<file path="config.mk">
export PLATFORM = sky130hd
export DESIGN_NAME = irq_priority_scheduler_flat
export DESIGN_NICKNAME = d
export VERILOG_FILES = /design/src/rtl/irq_priority_scheduler_if.sv /design/src/rtl/irq_priority_scheduler.sv /design/src/flat_wrapper.sv
export SDC_FILE = /design/constraint.sdc
export NUM_CORES = 1
export LEC_CHECK = 0
export ABC_AREA = 1
export CORE_MARGIN = 3
export CORE_UTILIZATION = 44
export CTS_CLUSTER_SIZE = 16
export DETAILED_ROUTE_END_ITERATION = 6
export PLACE_DENSITY = 0.76
export SYNTH_ARGS = -nofsm -noshare
export SYNTH_HDL_FRONTEND = slang
export SYNTH_SLANG_ARGS = --single-unit
</file>
<file path="constraint.sdc">
create_clock -name clk -period 3.3 [get_ports clk]
set_input_delay 0.33 -clock clk [delete_from_list [all_inputs] [get_ports clk]]
set_output_delay 0.33 -clock clk [all_outputs]
set_load 0.1 [all_outputs]
</file>
<file path="src/rtl/irq_priority_scheduler_if.sv">
// Grant handshake between the interrupt scheduler and the injection sequencer.
interface irq_priority_scheduler_if #(
    parameter int ID_W = 3
);
    logic            grant_valid;
    logic [ID_W-1:0] grant_id;
    logic            grant_ready;

    modport master (output grant_valid, output grant_id, input grant_ready);
    modport slave  (input grant_valid, input grant_id, output grant_ready);
endinterface

</file>
<file path="src/rtl/irq_priority_scheduler.sv">
// Interrupt front-end: edge capture, masking, nested priority resolution and a valid/ready grant offer.
// Optional build macro IRQ_ROTATE_PRIORITY_EN enables rotating priority via a pointer register.
module irq_priority_scheduler #(
    parameter int NUM_SRC  = 8,
    parameter int ID_W     = 3,
    parameter int MAX_NEST = 2
) (
    input  logic                   clk,
    input  logic                   rst,
    input  logic [NUM_SRC-1:0]     irq,
    input  logic [NUM_SRC-1:0]     imr,
    input  logic                   eoi,
    output logic [NUM_SRC-1:0]     pending,
    output logic [NUM_SRC-1:0]     in_service,
    output logic                   eoi_err,
    irq_priority_scheduler_if.master gnt
);

    typedef enum logic {IDLE, OFFER} state_t;

    state_t              state;
    logic [NUM_SRC-1:0]  irq_q;
    logic                offer_vld;
    logic [ID_W-1:0]     offer_id;
`ifdef IRQ_ROTATE_PRIORITY_EN
    logic [ID_W-1:0]     ptr;
`endif

    logic [NUM_SRC-1:0]  rise;
    logic [NUM_SRC-1:0]  thr_mask;
    logic [NUM_SRC-1:0]  eoi_clear;
    logic [NUM_SRC-1:0]  acc_mask;
    logic                acc;
    logic                nest_full;
    logic                any_elig;
    logic [ID_W-1:0]     winner;
    int                  rot;
    int                  rnk;
    int                  thr_rank;
    int                  win_rank;

    assign gnt.grant_valid = offer_vld;
    assign gnt.grant_id    = offer_id;

    assign acc      = offer_vld & gnt.grant_ready;
    assign acc_mask = acc ? (NUM_SRC'(1) << offer_id) : '0;

    // Ranks are relative to the rotation base; rank 0 is the highest priority.
    always_comb begin
        rise      = irq & ~irq_q;
        rot       = 0;
`ifdef IRQ_ROTATE_PRIORITY_EN
        rot       = int'(ptr);
`endif
        rnk       = 0;
        thr_rank  = NUM_SRC;
        thr_mask  = '0;
        for (int i = 0; i < NUM_SRC; i++) begin
            rnk = (i + NUM_SRC - rot) % NUM_SRC;
            if (in_service[i] && (rnk < thr_rank)) begin
                thr_rank = rnk;
                thr_mask = NUM_SRC'(1) << i;
            end
        end
        eoi_clear = eoi ? thr_mask : '0;
        nest_full = ($countones(in_service) >= MAX_NEST);
        win_rank  = NUM_SRC;
        winner    = '0;
        any_elig  = 1'b0;
        for (int i = 0; i < NUM_SRC; i++) begin
            rnk = (i + NUM_SRC - rot) % NUM_SRC;
            if (!nest_full && pending[i] && imr[i] && (rnk < thr_rank) && (rnk < win_rank)) begin
                win_rank = rnk;
                winner   = ID_W'(i);
                any_elig = 1'b1;
            end
        end
    end

    // A rise on the source being accepted re-sets its pending bit, so it is never lost.
    always_ff @(posedge clk) begin
        irq_q <= irq;
        if (rst) begin
            state      <= IDLE;
            pending    <= '0;
            in_service <= '0;
            offer_vld  <= 1'b0;
            offer_id   <= '0;
            eoi_err    <= 1'b0;
`ifdef IRQ_ROTATE_PRIORITY_EN
            ptr        <= '0;
`endif
        end else begin
            pending    <= (pending & ~acc_mask) | rise;
            in_service <= (in_service & ~eoi_clear) | acc_mask;
            eoi_err    <= eoi && (in_service == '0);
            case (state)
                IDLE: begin
                    if (any_elig) begin
                        state     <= OFFER;
                        offer_vld <= 1'b1;
                        offer_id  <= winner;
                    end
                end
                OFFER: begin
                    if (gnt.grant_ready) begin
                        state     <= IDLE;
                        offer_vld <= 1'b0;
`ifdef IRQ_ROTATE_PRIORITY_EN
                        ptr       <= ID_W'((int'(offer_id) + 1) % NUM_SRC);
`endif
                    end
                end
                default: begin
                    state     <= IDLE;
                    offer_vld <= 1'b0;
                end
            endcase
        end
    end

endmodule

</file>
<file path="src/flat_wrapper.sv">
// flat-port wrapper written by rule: the top's interface ports become plain ports
module irq_priority_scheduler_flat 
#(
    parameter int NUM_SRC  = 8,
    parameter int ID_W     = 3,
    parameter int MAX_NEST = 2
)
  (clk, rst, irq, imr, eoi, pending, in_service, eoi_err, gnt_grant_valid, gnt_grant_id, gnt_grant_ready);
  irq_priority_scheduler_if #(.ID_W(ID_W)) gnt_i ();
  input  logic clk;
  input  logic rst;
  input  logic [NUM_SRC-1:0] irq;
  input  logic [NUM_SRC-1:0] imr;
  input  logic eoi;
  output logic [NUM_SRC-1:0] pending;
  output logic [NUM_SRC-1:0] in_service;
  output logic eoi_err;
  output wire logic [$bits(gnt_i.grant_valid)-1:0] gnt_grant_valid;
  output wire logic [$bits(gnt_i.grant_id)-1:0] gnt_grant_id;
  input wire logic [$bits(gnt_i.grant_ready)-1:0] gnt_grant_ready;
  assign gnt_grant_valid = gnt_i.grant_valid;
  assign gnt_grant_id = gnt_i.grant_id;
  assign gnt_i.grant_ready = gnt_grant_ready;
  irq_priority_scheduler #(.NUM_SRC(NUM_SRC), .ID_W(ID_W), .MAX_NEST(MAX_NEST)) u_core (.clk(clk), .rst(rst), .irq(irq), .imr(imr), .eoi(eoi), .pending(pending), .in_service(in_service), .eoi_err(eoi_err), .gnt(gnt_i));
endmodule
</file>
### After elaboration in Yosys (flattened, before gate mapping)

Cells that the tools add are included.

| word-level totals | value |
|---|---|
| register bits | 30 |
| output and inout port bits | 21 |
| word-level logic and storage cells | 139 |

| operators by class | value |
|---|---|
| bitwise gates (word level) | 10 |
| add/subtract/negate cells | 7 |
| shifts and indexed selects | 1 |
| reductions and logical operators | 43 |
| order comparisons | 23 |
| equality and inequality tests | 2 |
| muxes and demuxes | 46 |

Operators with widths:

| operator | number |
|---|---|
| 4-bit by 32-bit less-than comparator with 1-bit output, first input constant | 8 |
| 32-bit 2-to-1 mux | 7 |
| 3-bit by 32-bit less-than comparator with 1-bit output, first input constant | 4 |
| 32-bit adder | 3 |
| 8-bit 2-to-1 mux | 9 |
| 1-bit logical AND | 39 |
| 32-bit by 3-bit greater-or-equal comparator with 1-bit output, second input constant | 1 |
| 1-bit by 32-bit less-than comparator with 1-bit output, first input constant | 1 |
| 2-bit by 32-bit less-than comparator with 1-bit output, first input constant | 1 |
| 4-bit 2-to-1 mux | 8 |
| 8-bit AND | 3 |
| 8-bit inverter | 3 |
| 3-bit by 4-bit less-than comparator with 1-bit output, first input constant | 4 |
| 8-bit OR | 2 |
| 1-bit 2-to-1 mux | 14 |
| 3-bit 2-to-1 mux | 4 |
| 1-bit by 1-bit adder with 2-bit output | 4 |
| 8-bit zero test | 1 |
| 1-bit by 4-bit less-than comparator with 1-bit output, first input constant | 2 |
| 2-bit by 4-bit less-than comparator with 1-bit output, first input constant | 2 |
| 1-bit by 3-bit << shifter with 8-bit output, first input constant | 1 |
| 2-bit 2-to-1 mux | 2 |
| 1-bit case mux with 2 select lines | 2 |
| 2-bit AND reduction | 2 |
| other kinds (5) | 5 |

### Depth between registers and ports, before layout

| depth | value |
|---|---|
| depth after elaboration | 48 |
| depth in mapped cells | 19 |
| mapped depth without buffers | 19 |

### Worst setup path after synthesis

No wires, ideal clock.

| timing | value |
|---|---|
| path kind | reg2reg |
| start point | register u_core.in_service[4] |
| end point | register u_core.offer_id[0], in the netlist u_core.gnt.grant_id[0] |
| setup slack | -0.798 ns |
| period minus slack after synthesis | 4.098 ns |
| cell stages (with the launch flop) | 20 |
| buffers on the path | 0 |
| arrival time | 3.985 ns |
| required time | 3.186 ns |
| cells stage by stage | dfxtp_1 > inv_1 > ha_1 > inv_1 > fa_1 > inv_1 > fa_1 > ha_1 > inv_1 > fa_1 > nand3b_1 > inv_1 > nand4_1 > nand2_2 > nor2_4 > nand3_2 > nand2_2 > nand2_1 > nand2_1 > nor2_1 |

| between the ends | value |
|---|---|
| word-level cells in the longest chain between the ends | 36 |
| elaborated cells on any way between the ends | 85 |
| those cells by class | 3 x add/sub; 19 x order compare; 26 x mux; 37 x reduce/logical |

Ends and longest elaborated chain:

| item | RTL line | source |
|---|---|---|
| start: declaration | irq_priority_scheduler.sv:14 | `output logic [NUM_SRC-1:0] in_service,` |
| start signal: assignment | irq_priority_scheduler.sv:95 | `in_service <= (in_service & ~eoi_clear) \| acc_mask;` |
| 1-bit logical AND | irq_priority_scheduler.sv:60 | `if (in_service[i] && (rnk < thr_rank)) begin` |
| 32-bit 2-to-1 mux | irq_priority_scheduler.sv:60 |  |
| 4-bit by 32-bit less-than comparator with 1-bit output | irq_priority_scheduler.sv:60 |  |
| 1-bit logical AND | irq_priority_scheduler.sv:60 |  |
| 32-bit 2-to-1 mux | irq_priority_scheduler.sv:60 |  |
| 4-bit by 32-bit less-than comparator with 1-bit output | irq_priority_scheduler.sv:60 |  |
| 1-bit logical AND | irq_priority_scheduler.sv:60 |  |
| 32-bit 2-to-1 mux | irq_priority_scheduler.sv:60 |  |
| [... 20 more ...] | -- |  |
| 4-bit 2-to-1 mux | irq_priority_scheduler.sv:72 | `if (!nest_full && pending[i] && imr[i] && (rnk < thr_rank) && (rnk < win_rank)) begin` |
| 3-bit by 4-bit less-than comparator with 1-bit output | irq_priority_scheduler.sv:72 |  |
| 1-bit logical AND | irq_priority_scheduler.sv:72 |  |
| 4-bit 2-to-1 mux | irq_priority_scheduler.sv:72 |  |
| 3-bit by 4-bit less-than comparator with 1-bit output | irq_priority_scheduler.sv:72 |  |
| 1-bit logical AND | irq_priority_scheduler.sv:72 |  |
| 1-bit 2-to-1 mux | irq_priority_scheduler.sv:72 |  |
| 2-bit AND reduction (no source line) | -- |  |
| end signal: assignment | irq_priority_scheduler.sv:102 | `offer_id <= winner;` |
| end: declaration | irq_priority_scheduler.sv:24 | `logic [ID_W-1:0] offer_id;` |

Several ways; a longest one is shown, not always the timed one.
A chain may end at the register's enable or synchronous reset.

### Worst setup path after layout

| timing | value |
|---|---|
| start point | register u_core.in_service[7] |
| end point | register u_core.state |

| between the ends | value |
|---|---|
| word-level cells in the longest chain between the ends | 32 |
| elaborated cells on any way between the ends | 70 |
| those cells by class | 3 x add/sub; 16 x order compare; 18 x mux; 33 x reduce/logical |

Ends and longest elaborated chain:

| item | RTL line | source |
|---|---|---|
| 1-bit by 1-bit adder with 2-bit output (implied by the code) | irq_priority_scheduler.sv:66 | `nest_full = ($countones(in_service) >= MAX_NEST);` |
| 32-bit adder (implied by the code) (2 in a row) | irq_priority_scheduler.sv:66 |  |
| 32-bit by 3-bit greater-or-equal comparator with 1-bit output | irq_priority_scheduler.sv:66 |  |
| 1-bit zero test | irq_priority_scheduler.sv:72 |  |
| 1-bit logical AND (3 in a row) | irq_priority_scheduler.sv:72 |  |
| 4-bit 2-to-1 mux | irq_priority_scheduler.sv:72 |  |
| 1-bit by 4-bit less-than comparator with 1-bit output | irq_priority_scheduler.sv:72 |  |
| 1-bit logical AND | irq_priority_scheduler.sv:72 |  |
| [... 13 more ...] | -- |  |
| 3-bit by 4-bit less-than comparator with 1-bit output | irq_priority_scheduler.sv:72 |  |
| 1-bit logical AND | irq_priority_scheduler.sv:72 |  |
| 4-bit 2-to-1 mux | irq_priority_scheduler.sv:72 |  |
| 3-bit by 4-bit less-than comparator with 1-bit output | irq_priority_scheduler.sv:72 |  |
| 1-bit logical AND | irq_priority_scheduler.sv:72 |  |
| 1-bit 2-to-1 mux * | irq_priority_scheduler.sv:72 |  |
| 1-bit 2-to-1 mux * | irq_priority_scheduler.sv:99 | `if (any_elig) begin` |
| 1-bit case mux with 2 select lines * | irq_priority_scheduler.sv:97 | `case (state)` |
| end signal: assignment | irq_priority_scheduler.sv:84 | `state <= IDLE;` |
| end signal: assignment | irq_priority_scheduler.sv:100 | `state <= OFFER;` |
| end signal: assignment | irq_priority_scheduler.sv:107 | `state <= IDLE;` |
| end: declaration | irq_priority_scheduler.sv:21 | `state_t state;` |

Mark *: on every way between the ends. The rest lies on a longest branch, timed or not.

==> impl_metrics.yaml <==
yosys:
  syn_avg_cell_area_um2: 7.55
  synth_top_area_frac: 0.372
  yosysTopAreaCell: "dfxtp_1"
  yosysWarnings: 0
  synth_cell_types: 23
  syn_inst: 214
  synth_area_um2: 1620
  ys_ff_latch: 30
  syn_nets: 250
  synthTopCellsByArea: "dfxtp_1 37%, nand2_1 10%, ha_1 9.3%, inv_1 8.8%, a21oi_1 6.2%"
  yosysSeqAreaShare: 0.372
placed_design:
  pre_cts_ws_ps: -104
  dp_hpwl_mm: 3.55
  gp_congestion: 0.880
  io_buffers: 40
power_and_ir_drop:
  power_density_nw_per_um2: 498
  vdd_ir_drop_max_v: 0.000452
  p_leak_uw: 0.00106
route:
  first_pass_iters: 6
  vias: 1609
  drtIter0Drc: 100
  drc: 0
  totalWireLength_mm: 4.39
  wl_per_cell_um: 13.6
  vias_per_cell: 5.00
  drtAntennaViolNets: 0
worst_setup_path:
  crit_slowest_cell: "fa_1"
  cp_max_fo: 6
  critPathRequiredTime_ps: 3480
  start_kind: "flip-flop"
  cp-end-kind: "flip-flop"
  worstPathArrival_ps: 3460
  cp_cell_sequence: "ha_4 -> inv_2 -> fa_1 -> inv_1 -> fa_1 -> ha_2 -> inv_2 -> fa_1 -> nand3b_1 -> inv_2 -> nand4_1 -> nand2_2 -> nor2_4 -> nand3_2 -> nand2_4 -> o21ai_2 -> nand2_1 -> inv_1"
  path_delay_family: "adder cells"
  worst-setup-path-type: "flip-flop to flip-flop"
  r2r_cells: 18
  cp_slowest_stage_delay_ps: 530
  worst-path-stages: 18
  critPathBufInv: 5
run:
  cap_viol_max_count: 0
cells_and_area:
  syn_to_final_growth_pct: 48.2
  final_common_cell: "nand2_1"
  layout.nets: 311
  layout-drive-gt1-share: 0.225
  diodes: 0
  final_cell_mix: "43 x nand2_1, 40 x clkdlybuf4s50_1, 30 x inv_1"
  seq_area_um2: 623
  multi_input_area_um2: 908
  fill_cells: 290
timing:
  maxSlewViolCount: 0
  tightest_slew_ps: 997
  slew_headroom: 0.333
  finClkSkew_ps: 6.72
  holdWs_ps: 482
  setup_viol: 0
  layout_setup_ws_ps: 11.2
  rsz0062_at_grt: "true"
  hold_violations: 0
  finalCritPeriodShare: 0.997
  finalCriticalPeriod_ps: 3290
  fmax_ghz: 0.304
  fin_tns_setup_ps: 0
floorplanning:
  core_area_um2: 3440
  die_w_um: 66.6
  io_pins: 41
  initial_utilization: 0.470
  rows: 21
  dieArea_um2: 4440
  die_h_um: 66.6
cts:
  clock_sinks: 30
  clk_pin_slew_ps: 60
  cts_buffer_depth: 2
  htreeDepth: 2
  root_buffer: "clkbuf_8"
  cts_tree: "yes"
  clock_latency_ps: 280
  cts_buffers: 5
global_route:
  grt_overflow: 0
  grt_max_degree: 19
  grt_pass1_wl_mm: 7.11
  antenna_found_initial: 0
  track_usage: 0.215
  grt_pass1_vias: 1552
hold_path:
  hold_depth: 3
  hp-class: "flip-flop to flip-flop"
run_status:
  status: "complete, no violations"
## final cells by class
| type | count | area share |
|---|---|---|
| multi-input cells | 141 | 0.379 |
| well taps | 46 | 0.0240 |
| flip-flops and latches | 30 | 0.260 |
| clock buffers | 8 | 0.0554 |
| inverters | 41 | 0.0642 |
| repair buffers | 56 | 0.217 |
## path summary, 6_finish.rpt
check / from / end / slack, ps
max: u_core.in_service[7] / u_core.state / 10
min: u_core.irq_q[5] / u_core.pending[5] / 480
max reg2reg: u_core.in_service[7] / u_core.state / 10
min reg2reg: u_core.irq_q[5] / u_core.pending[5] / 480
## sequential cells by signal, indices dropped and copies added (netlist names)
name	count
u_core.in_service	8
u_core.irq_q	8
u_core.gnt.grant_valid	1
u_core.pending	8
u_core.gnt.grant_id	3
u_core.state	1
u_core.eoi_err	1
## synth_stat cells (all sizes together)
master and count:
nor2 17, fa 4, o21ai 12, nand2 49
o41ai 1, o31ai 1, clkbuf 2, o21a 1
nand4 12, nand3b 1, nand3 8, ha 12
inv 41, dfxtp 30, a21oi 20, nor3 2
a22oi 1
## metal layers
metal | vias up | global-route usage | share of wire
met5 | - | 0 | 0
met4 | 0 | 0.0533 | 0.013
met3 | 10 | 0.0641 | 0.053
met2 | 56 | 0.370 | 0.51
met1 | 733 | 0.261 | 0.42
li1 | 810 | - | -
## worst reg2reg max path: cells and delay by family (launching register included)
kind                     cells  cell delay [ps]
adder cells (fa/ha/maj)      5             1740
AND/OR/NAND/NOR              7              790
flip-flops                   1              370
buffers and inverters        5              230
AO/OA/AOI/OAI                1               60
## cell families (layout without fill, tap and decap cells)
family,count (synthesis),count (layout),synth area share
buffers and inverters,43,105,0.0998
AO/OA/AOI/OAI,36,36,0.121
AND/OR/NAND/NOR,89,89,0.265
adder cells (fa/ha/maj),16,16,0.142
flip-flops,30,30,0.372
## where the power goes
part | leakage [µW] | switching [µW] | total [µW] | internal [µW]
combinational | 0.000738 | 274 | 384 | 110
clock | 0.0000678 | 137 | 398 | 261
sequential | 0.000253 | 24.4 | 412 | 387
## repair_timing
| action | in CTS | in global routing |
|---|---|---|
| gates resized for setup | 7 | 6 |
| pin swaps | 7 | 4 |
| hold buffers | 0 | 0 |
| setup buffers | 2 | 0 |
| endpoints found under the setup margin | 5 | 5 |
## through the flow
step	cells	total power (µW)	utilization	area [µm²]
after global placement	312	785	0.643	2210
after global routing	322	1240	0.696	2400
after floorplan	214	684	-	1660
final	322	1190	0.696	2400
after detailed placement	312	790	0.643	2210
after CTS	322	1190	0.691	2380
Power figures use the tool's default switching activity.
==> RTL edit 1 (config.mk and constraints unchanged) <==
`NUM_SRC` is set to 8 in 2 places; all go to 9.
--- a/src/rtl/irq_priority_scheduler.sv
+++ b/src/rtl/irq_priority_scheduler.sv
@@ -2,5 +2,5 @@
 // Optional build macro IRQ_ROTATE_PRIORITY_EN enables rotating priority via a pointer register.
 module irq_priority_scheduler #(
-    parameter int NUM_SRC  = 8,
+    parameter int NUM_SRC  = 9,
     parameter int ID_W     = 3,
     parameter int MAX_NEST = 2
--- a/src/flat_wrapper.sv
+++ b/src/flat_wrapper.sv
@@ -2,5 +2,5 @@
 module irq_priority_scheduler_flat 
 #(
-    parameter int NUM_SRC  = 8,
+    parameter int NUM_SRC  = 9,
     parameter int ID_W     = 3,
     parameter int MAX_NEST = 2
Interface: changed (resized imr, in_service, irq and pending); port bits go from 41 to 45. No check against the original RTL was run, so the function may have changed too.
==> RTL edit 1 against the unedited design <==
- the flow now finishes with violations (negative setup slack)
- area after synthesis is 7.4% higher
- clock power shrank 20%
- setup slack got worse by 0.24 ns
- maximum frequency shrank 6.7%
- sequential cell count is 3 higher
- cell area is 11% higher
- synthesized cell count is 7.5% higher
- wire length grew 8.8%
- non-clock buffer count rose by 9
- power shrank 0.65%
- critical endpoint is now u_core.gnt.grant_id[2]
==> RTL edit 1: results (changes against the unedited design) <==
[sta]
holdWs_ns = 0.466  ; -0.0157 ns
layout_setup_ws_ns = -0.225  ; -0.236 ns
setup_viol = 5  ; +5
relSlewSlack_pct = 34.9  ; +1.6 points
finClkSkew_ns = 0.00817  ; +0.00145 ns
fin_tns_setup_ns = -0.725  ; -0.725 ns

[critical_path]
crit_slowest_cell = fa_2
arrival_ns = 3.76  ; +0.30 ns

[placement]
dp_hpwl_um = 3710  ; +4.7%
port_buffers = 44  ; +10%
routabilityCongestion = 0.923  ; +4.8%

[outcome]
status = finished with violations
violations = negative setup slack

[logic_synthesis]
synthTopCellsByArea = dfxtp_1 (38%), inv_1 (9.9%), nand2_1 (9.3%), ha_1 (7.2%), a21oi_1 (5.8%)
syn_area_per_cell_um2 = 7.55  ; about the same
synth_fa_ha_area_share_pct = 13.0  ; -1.3 points
yosysSeqAreaShare_pct = 38.0  ; +0.89 points

[drt]
met2_length_um = 2300  ; +1.9%
vias = 1728  ; +7.4%
first_pass_iters = 4  ; -2
route.met3.wl_um = 263  ; +14%

[global_route]
grt_pass1_vias = 1615  ; +4.1%
grtUsageMet2_pct = 34.1  ; -2.9 points

[power_and_ir_drop]
p_per_area_nw_per_um2 = 447  ; -10%
comb_cell_power_uw = 418  ; +8.9%

[cells_and_area]
top_regs = u_core.in_service x9, u_core.irq_q x9, u_core.pending x9

[RTL edit 1: cell types whose count changed after synthesis, sizes merged, moves of 2 or more]
cell,delta
nand2,-5
o31ai,+2
ha,-2
nand4,-4
dfxtp,+3
inv,+7
nor2,+9
nand3,+6
[RTL edit 1: cell type report]
type	count	area, µm²
fillers	315	1090
multi-input cells	146	1020
flip-flops and latches	33	691
repair buffers	65	598
inverters	48	193
clock buffers	7	86.3
well taps	48	60.1
clock inverters	1	6.26
[RTL edit 1: worst paths after layout]
| path | to | cells after the start |
|---|---|---|
| setup / recovery | u_core.gnt.grant_id[2] | 19 |
| hold / removal | u_core.gnt.grant_valid | 2 |
| setup reg to reg | u_core.gnt.grant_id[2] | 19 |
| hold reg to reg | u_core.gnt.grant_valid | 2 |
[RTL edit 1: timing repair]
item | in CTS | in global routing
buffers inserted | 2 | 1
setup endpoints to repair | 5 | 5
pin swaps | 10 | 4
resized for setup | 0 | 11
==> RTL edit 2 (same flow settings) <==
Without the edit above. Add an input register stage for `irq`, without a reset; this delays it by one clock. The other inputs are not delayed to match.
--- a/src/rtl/irq_priority_scheduler.sv
+++ b/src/rtl/irq_priority_scheduler.sv
@@ -18,4 +18,10 @@
 
     typedef enum logic {IDLE, OFFER} state_t;
+
+    logic [NUM_SRC-1:0] irq_r;
+
+    always_ff @(posedge clk) begin
+        irq_r <= irq;
+    end
 
     state_t              state;
@@ -48,5 +54,5 @@
     // Ranks are relative to the rotation base; rank 0 is the highest priority.
     always_comb begin
-        rise      = irq & ~irq_q;
+        rise      = irq_r & ~irq_q;
         rot       = 0;
 `ifdef IRQ_ROTATE_PRIORITY_EN
@@ -80,5 +86,5 @@
     // A rise on the source being accepted re-sets its pending bit, so it is never lost.
     always_ff @(posedge clk) begin
-        irq_q <= irq;
+        irq_q <= irq_r;
         if (rst) begin
             state      <= IDLE;
Behaviour: not the same (Yosys sat finds a counterexample within 4 cycles, from zero or initial values and one cycle with rst high).
==> RTL edit 2 against the unedited design <==
- the flow now finishes with violations (negative setup slack)
- via count is 4.4% higher
- count of clock-buffer cells in the layout down 1
- setup slack got worse by 0.097 ns
- cell area rose by 11%
- critical path depth up 3
- sequential cell count up 8
- power rose by 3.5%
- non-clock buffer count increased by 2
- area after synthesis grew 12%
- wire length rose by 6.7%
==> RTL edit 2: results (changes against the unedited design) <==
[outcome]
status = finished with violations
violations = negative setup slack

[power_and_ir_drop]
p_comb_share_pct = 29.5  ; -2.7 points
clockPowerShare_pct = 28.9  ; -4.4 points
ir_drop_v = 0.000378  ; -16%

[sta]
worstMarginPinSlew_ns = 0.992  ; -0.00446 ns
holdWs_ns = 0.353  ; -0.128 ns
setup_viol = 3  ; +3
fin_tns_setup_ns = -0.180  ; -0.180 ns
finClkSkew_ns = 0.00570  ; -0.00102 ns
layout_setup_ws_ns = -0.0857  ; -0.0969 ns

[cells_and_area]
drive_above_1_share_pct = 26.0  ; +3.6 points
final-clk-cell-share_pct = 3.91  ; -1.6 points
num-multi-input-gates = 138  ; -2.1%
ff_latch_area_um2 = 783  ; +26%
multi_input_area_share_pct = 37.1  ; -0.79 points
nClkBuffers = 7  ; -1
n_all_inverters = 46  ; +12%
bufAreaShareNonClock_pct = 20.2  ; -1.6 points
fillers = 311  ; +7.2%
areaGrowthSynthToFinish_pct = 46.6
layout.nets = 322  ; +3.5%

[logic_synthesis]
synthDistinctLibCells = 28  ; +22%
synthTopCellsByArea = dfxtp_1 (42%), nand2_1 (9.7%), inv_1 (8.9%), ha_1 (7.6%), a21oi_1 (5.0%)
netlist_top_cells_count = nand2_1 (47), inv_1 (43), dfxtp_1 (38)

[critical_path]
slowest_delay_ns = 0.41  ; -0.12 ns
r2r_end = u_core.gnt.grant_id[0]
arrival_ns = 3.58  ; +0.12 ns

[hold_path]
hold_depth = 0  ; -3
min_to = u_core.irq_q[6]
min_from = u_core.irq_r[6]

[placement]
dpl_cell_area_um2 = 2470  ; +12%
place_ws_ns = -0.142  ; -0.0384 ns
dp_hpwl_um = 3610  ; +1.9%

[drt]
first_pass_iters = 4  ; -2
wl_um = 4680  ; +6.7%
route.met3.wl_um = 277  ; +20%
wl_per_cell_um = 13.9  ; +2.2%
met2_length_um = 2240  ; -0.67%

## RTL edit 2: cell count changes after synthesis, moves of 2 or more
cell / delta
a21oi_1: -2
dfxtp_1: +8
inv_1: +5
nand2_1: +3
nand2_2: -3
nand2_4: +2
nand3_2: -2
nand4_1: -2
nor2_1: +2
o21ai_0: -4
## RTL edit 2: worst max path at each step
stage          cells past startpoint  slack (ns)                      to
2_1_floorplan                     21       -0.20  u_core.gnt.grant_id[1]
6_report                          21       -0.09  u_core.gnt.grant_id[0]
4_1_cts                           16       -0.09  u_core.gnt.grant_id[1]
3_5_place_dp                      21       -0.14  u_core.gnt.grant_id[0]
3_3_place_gp                      21       -0.07  u_core.gnt.grant_id[0]
5_1_grt                           20       -0.23  u_core.gnt.grant_id[2]
## RTL edit 2: cells by family after synthesis
logic type | synth area share, %
buffers and inverters | 9.94
and+or+nand+nor | 27.1
adders and majority gates | 12.0
DFF | 42.0
AOI/OAI and AO/OA | 8.91
